`src/rtl/eth_tx_scheduler.sv`:
```
// Round-robin frame scheduler between two dibit sources and the Ethernet TX packer.
// Streams FRAME_DIBITS dibits per grant; cancels on source underrun or packer timeout.
module eth_tx_scheduler #(
  parameter int          FRAME_DIBITS = 1280,
  parameter logic [15:0] TIMEOUT      = 16'd8192
) (
  input  logic        clk,
  input  logic        rst,
  input  logic        enable,
  input  logic [1:0]  req,
  input  logic [1:0]  src_valid,
  input  logic [1:0]  src0_d,
  input  logic [1:0]  src1_d,
  output logic [1:0]  src_pop,
  output logic [1:0]  src_abort,
  output logic [1:0]  grant,
  input  logic        pk_stall,
  output logic        pk_axiiv,
  output logic [1:0]  pk_axiid,
  output logic        pk_cancel,
  output logic [15:0] frames_sent,
  output logic [15:0] frames_cancelled
);

  typedef enum logic [1:0] {IDLE, WAIT, STREAM, DONE} state_t;

  state_t      state, state_next;
  logic        last_served;
  logic [12:0] beat_cnt;
  logic [15:0] tmo_cnt;
  logic [1:0]  pick;

  logic g, cur_valid, active, beat, underrun, timeout, cancel, last_beat;

  assign g         = grant[1];
  assign cur_valid = g ? src_valid[1] : src_valid[0];

  // Combinational outputs are gated by rst so a mid-frame reset never emits a cancel or pop.
  assign active    = !rst && (state == WAIT || state == STREAM);
  assign beat      = active && !pk_stall && cur_valid;
  assign underrun  = active && !pk_stall && !cur_valid;
  assign timeout   = !rst && (state == WAIT) && pk_stall && (tmo_cnt == TIMEOUT - 16'd1);
  assign cancel    = underrun || timeout;
  assign last_beat = beat && (beat_cnt == 13'(FRAME_DIBITS - 1));

  assign pk_axiiv  = beat;
  assign pk_axiid  = beat ? (g ? src1_d : src0_d) : 2'b00;
  assign src_pop   = beat ? grant : 2'b00;
  assign pk_cancel = cancel;
  assign src_abort = cancel ? grant : 2'b00;

  always_comb begin
    // NOTE: every always_comb output gets a default first so no latch is inferred.
    pick = 2'b00;
    case (req)
      2'b01:   pick = 2'b01;
      2'b10:   pick = 2'b10;
      2'b11:   pick = last_served ? 2'b01 : 2'b10;
      default: pick = 2'b00;
    endcase
  end

  always_comb begin
    state_next = state;
    case (state)
      IDLE:         if (enable && req != 2'b00) state_next = WAIT;
      WAIT, STREAM: begin
        if (cancel)         state_next = IDLE;
        else if (last_beat) state_next = DONE;
        else if (beat)      state_next = STREAM;
      end
      DONE:         if (pk_stall) state_next = IDLE;
      default:      state_next = IDLE;
    endcase
  end

  always_ff @(posedge clk) begin
    // NOTE: sequential state uses non-blocking assignments so all registers update together.
    if (rst) begin
      state            <= IDLE;
      grant            <= 2'b00;
      last_served      <= 1'b1;
      beat_cnt         <= '0;
      tmo_cnt          <= '0;
      frames_sent      <= '0;
      frames_cancelled <= '0;
    end else begin
      state <= state_next;

      if (state == IDLE && state_next == WAIT) begin
        grant    <= pick;
        beat_cnt <= '0;
        tmo_cnt  <= '0;
      end else if (state == WAIT && pk_stall && tmo_cnt != 16'hFFFF) begin
        tmo_cnt <= tmo_cnt + 16'd1;
      end

      if (beat) beat_cnt <= beat_cnt + 13'd1;

      if (last_beat) begin
        grant       <= 2'b00;
        last_served <= g;
        frames_sent <= frames_sent + 16'd1;
      end

      if (cancel) begin
        grant            <= 2'b00;
        last_served      <= g;
        frames_cancelled <= frames_cancelled + 16'd1;
      end
    end
  end

endmodule

```
`config.mk`:
```
export PLATFORM = sky130hd
export DESIGN_NAME = eth_tx_scheduler
export DESIGN_NICKNAME = d
export VERILOG_FILES = /design/src/rtl/eth_tx_scheduler.sv
export SDC_FILE = /design/constraint.sdc
export NUM_CORES = 1
export LEC_CHECK = 0
export ABC_CLOCK_PERIOD_IN_PS = 2850
export BUFFER_PORTS_ARGS = -buffer_cell sky130_fd_sc_hd__buf_2
export CAP_MARGIN = 5
export CORE_ASPECT_RATIO = 0.9
export CORE_MARGIN = 1.5
export CORE_UTILIZATION = 40
export CTS_BUF_LIST = sky130_fd_sc_hd__clkbuf_8
export CTS_CLUSTER_SIZE = 25
export DETAILED_ROUTE_END_ITERATION = 10
export GPL_ROUTABILITY_DRIVEN = 1
export GPL_TIMING_DRIVEN = 0
export PLACE_DENSITY_LB_ADDON = 0.15
export SYNTH_ARGS = -nofsm -noshare
export SYNTH_HDL_FRONTEND = slang
export SYNTH_SLANG_ARGS = --single-unit
```
`constraint.sdc`:
```
create_clock -name clk -period 2.85 [get_ports clk]
set_input_delay 0.57 -clock clk [delete_from_list [all_inputs] [get_ports clk]]
set_output_delay 0.57 -clock clk [all_outputs]
set_load 0.005 [all_outputs]
```
==> out/metrics.csv <==
stage,metric,value,unit
status,status,"complete, but fails checks",
status,violations,design-rule violations,
setup_path,start_kind,register,
detailed_routing,drc,6,
yosys,syn-cell-area,3310,sq um
yosys,netlist.area_leader.share,39.9,%
clocking,cts_buffer_depth,2,
die,initial_core_util,41.2,%
pwr,power.share.combinational,5.9,%
yosys,synth-seq-cells,66,
sta,setup-tns-final,0,ns
pwr,p_clk_share,44.2,%
setup_path,worstSetupEndpointType,output port,
detailed_routing,routed_wl,7870,um
setup_path,r2r_cells,8,
detailed_routing,ant_nets,0,
pwr,ir_drop,413,uV
yosys,synth_cells,404,
sta,tightest_slew,0.595,ns
pwr,powerDensity,471,nW/um^2
sta,finClkSkew,0.00949,ns
yosys,synth_warnings,0,
clocking,cts_tree,built,
setup_path,r2r_start,state[1]$_SDFF_PP0_,
setup_path,r2r_end,frames_sent[8]$_SDFFE_PP0N_,
cells_and_area,drive_gt1_share,20.8,%
sta,final.setup.worst_slack,0.0822,ns
place,dp_hpwl,5650,um
place,place_congestion,0.826,
setup_path,crit_fanout,7,
clocking,cts_max_level,3,
die,boundaryPins,54,
clocking,cts-hold-fix-buffers,0,
yosys,yosysMostFrequentCell,dfxtp_1,
pwr,p_int,1.42,mW
sta,relSlewSlack,60.0,%
yosys,syn_avg_cell_area,8.19,sq um
detailed_routing,dr.first_iter.drc_count,112,
clocking,numCtsBuffers,9,
yosys,syn_nets,423,
clocking,path_clk_slew,0.07,ns
setup_path,arrival,2.20,ns
yosys,synth_flop_cell,dfxtp_1,
cells_and_area,nets,490,
yosys,synthTopCellsByArea,"dfxtp_1 40%, o21ai_0 5.7%, a21oi_1 4.7%, nor2_1 4.3%, nand3_1 4.1%",
clocking,cts_sinks,66,
place,pre_cts_slack,-0.152,ns
setup_path,crit_type,register to output port,
pwr,switching_share,24.6,%
detailed_routing,wl_met2,3420,um
yosys,yosys-top-cells-count,"66 x dfxtp_1, 38 x nor2_1, 38 x o21ai_0",
sta,final_max_slew_viol_count,0,
die,coreArea,8030,sq um
yosys,async_flop_share,0,%
setup_path,cp.required,2.28,ns
detailed_routing,viasPerCell,5.56,
global_route,gr-total-overflow,0,
global_route,grt_max_degree,14,
detailed_routing,highest_layer,met4,
yosys,synth_edf_count,0,
cells_and_area,antenna_cells,0,
die,die_h,89.3,um
die,row_count,31,
detailed_routing,dr_total_vias,3197,
sta,fmax,361,MHz
sta,setup_viol,0,
pwr,pwr-share-seq,49.8,%
yosys,ys_seq_area_share,39.9,%
yosys,yosys.area.top_type,dfxtp_1,
detailed_routing,met1Wirelength,4030,um
global_route,antenna_found_initial,0,
pwr,p_sw,0.464,mW
yosys,yosysUniqueCellTypes,44,
die,dieArea,8830,sq um
global_route,grt_pass1_vias,2695,
cells_and_area,area_growth,20.9,%
flow_run,maxCapViolCount,0,
clocking,cts-root-buf,clkbuf_8,
clocking,clock_latency,0.35,ns
cells_and_area,fillers,803,
sta,hold_violations,0,
pwr,leakage,1.48,nW
min_path,hold_class,register to register,
setup_path,reg2reg_slack,0.32,ns
global_route,track_usage,18.3,%
min_path,min_to,frames_cancelled[15]$_SDFFE_PP0P_,
die,fp.dieW,98.9,um
detailed_routing,first_pass_iters,7,
sta,min_period_over_period,97.1,%
detailed_routing,avgRoutedWirePerCell,13.7,um
global_route,grt_pass1_wl,12800,um
place,port_buffers,53,
sta,finalCriticalPeriod,2.77,ns
min_path,whs_path_depth,2,
min_path,hold_path_startpoint,frames_cancelled[15]$_SDFFE_PP0P_,
detailed_routing,dr_wl_met3,317,um
[per-layer routing]
| layer | GRT usage [%] | vias to the layer above |
|---|---|---|
| met5 | 0 | - |
| met4 | 6.62 | 0 |
| met3 | 3.91 | 7 |
| met2 | 28.5 | 59 |
| met1 | 25.1 | 1498 |
| li1 | - | 1633 |
[metrics by stage]
step / instances / hold slack (ns) / instance area (sq um) / utilization [%] / total power [mW]
after floorplan: 404 / 0.439 / 3310 / - / 1.02
after global placement: 556 / 0.468 / 3700 / 46.1 / 1.06
after detailed placement: 556 / 0.484 / 3700 / 46.1 / 1.06
after CTS: 571 / 0.494 / 3950 / 49.2 / 1.90
after global routing: 575 / 0.520 / 4000 / 49.9 / 1.95
final: 575 / 0.485 / 4000 / 49.9 / 1.89
[cell usage in the layout, fill, tap and decap left out, types with 3 or more instances in the layout]
master and n:
buf_2 53, and2_1 5, nor4_1 3, or4_1 5
inv_1 12, clkbuf_8 12, o31ai_1 7, a31oi_1 3
a31o_2 4, clkinvlp_4 4, xnor2_1 9, mux2i_1 5
a211oi_1 4, xor2_1 9, dfxtp_1 64, and3_1 4
a21oi_1 31, and4_1 6, nor3_1 4, o21ai_0 38
or3_1 15, nand3_1 27, nand4_1 19, nor2_1 38
buf_4 6, nand2_1 35, clkbuf_1 8, ha_1 7
[cell type report]
class / count / area (sq um) / area share, %
flip-flops and latches: 66 / 1320 / 33.1
plain buffers: 11 / 53.8 / 1.34
inverters: 13 / 52.6 / 1.31
multi-input cells: 311 / 1930 / 48.1
repair buffers: 59 / 310 / 7.75
clock inverters: 5 / 61.3 / 1.53
well taps: 99 / 124 / 3.09
clock buffers: 11 / 151 / 3.78
[worst max-delay path, cell delays in order, from the launching register on]
cell	delay, ns
dfxtp_2	0.38
inv_1	0.06
ha_1	0.34
nor3b_4	0.18
a32oi_2	0.26
clkbuf_8	0.20
clkinvlp_4	0.13
and2_1	0.18
buf_2	0.12
[flip-flops by register name, indices dropped and copies added (netlist names)]
| name | count |
|---|---|
| frames_sent | 16 |
| tmo_cnt | 16 |
| grant | 2 |
| beat_cnt | 13 |
| last_served | 1 |
| state | 2 |
| frames_cancelled | 16 |
[how the worst max path moves through the flow]
stage,depth (start not counted),slack [ns],endpoint,start
finish,8,0.08,src_abort[1],state[0]$_SDFF_PP0_
global route,8,-0.04,src_abort[1],state[0]$_SDFF_PP0_
CTS,8,0.02,src_abort[1],state[1]$_SDFF_PP0_
detailed placement,8,-0.15,src_abort[1],rst
global placement,8,-0.16,src_abort[0],rst
floorplan,7,0.51,src_abort[0],state[0]$_SDFF_PP0_
[power groups by stage]
stage               Clock (mW)  Combinational [mW]  Sequential [mW]
finish                   0.835               0.112            0.940
global placement             0               0.105            0.958
floorplan                    0              0.0682            0.956
global route             0.887               0.125            0.941
detailed placement           0               0.106            0.959
CTS                      0.853               0.107            0.939
[kinds of logic (layout without fill, tap and decap cells)]
group	after synthesis	in the layout	synth area share (%)
AO/OA/AOI/OAI	101	101	17.8
XOR/XNOR	18	18	4.76
adder cells (fa/ha/maj)	7	7	2.65
buffers and inverters	27	99	3.10
flip-flops	66	66	39.9
multiplexers	6	6	1.81
AND/OR/NAND/NOR	179	179	29.9
[what timing repair did]
item,CTS,global route
endpoints found under the setup margin,7,13
setup buffers,1,5
pin swaps,1,3
gates resized for setup,10,5
Note: power is estimated with default switching activity, not from simulation.
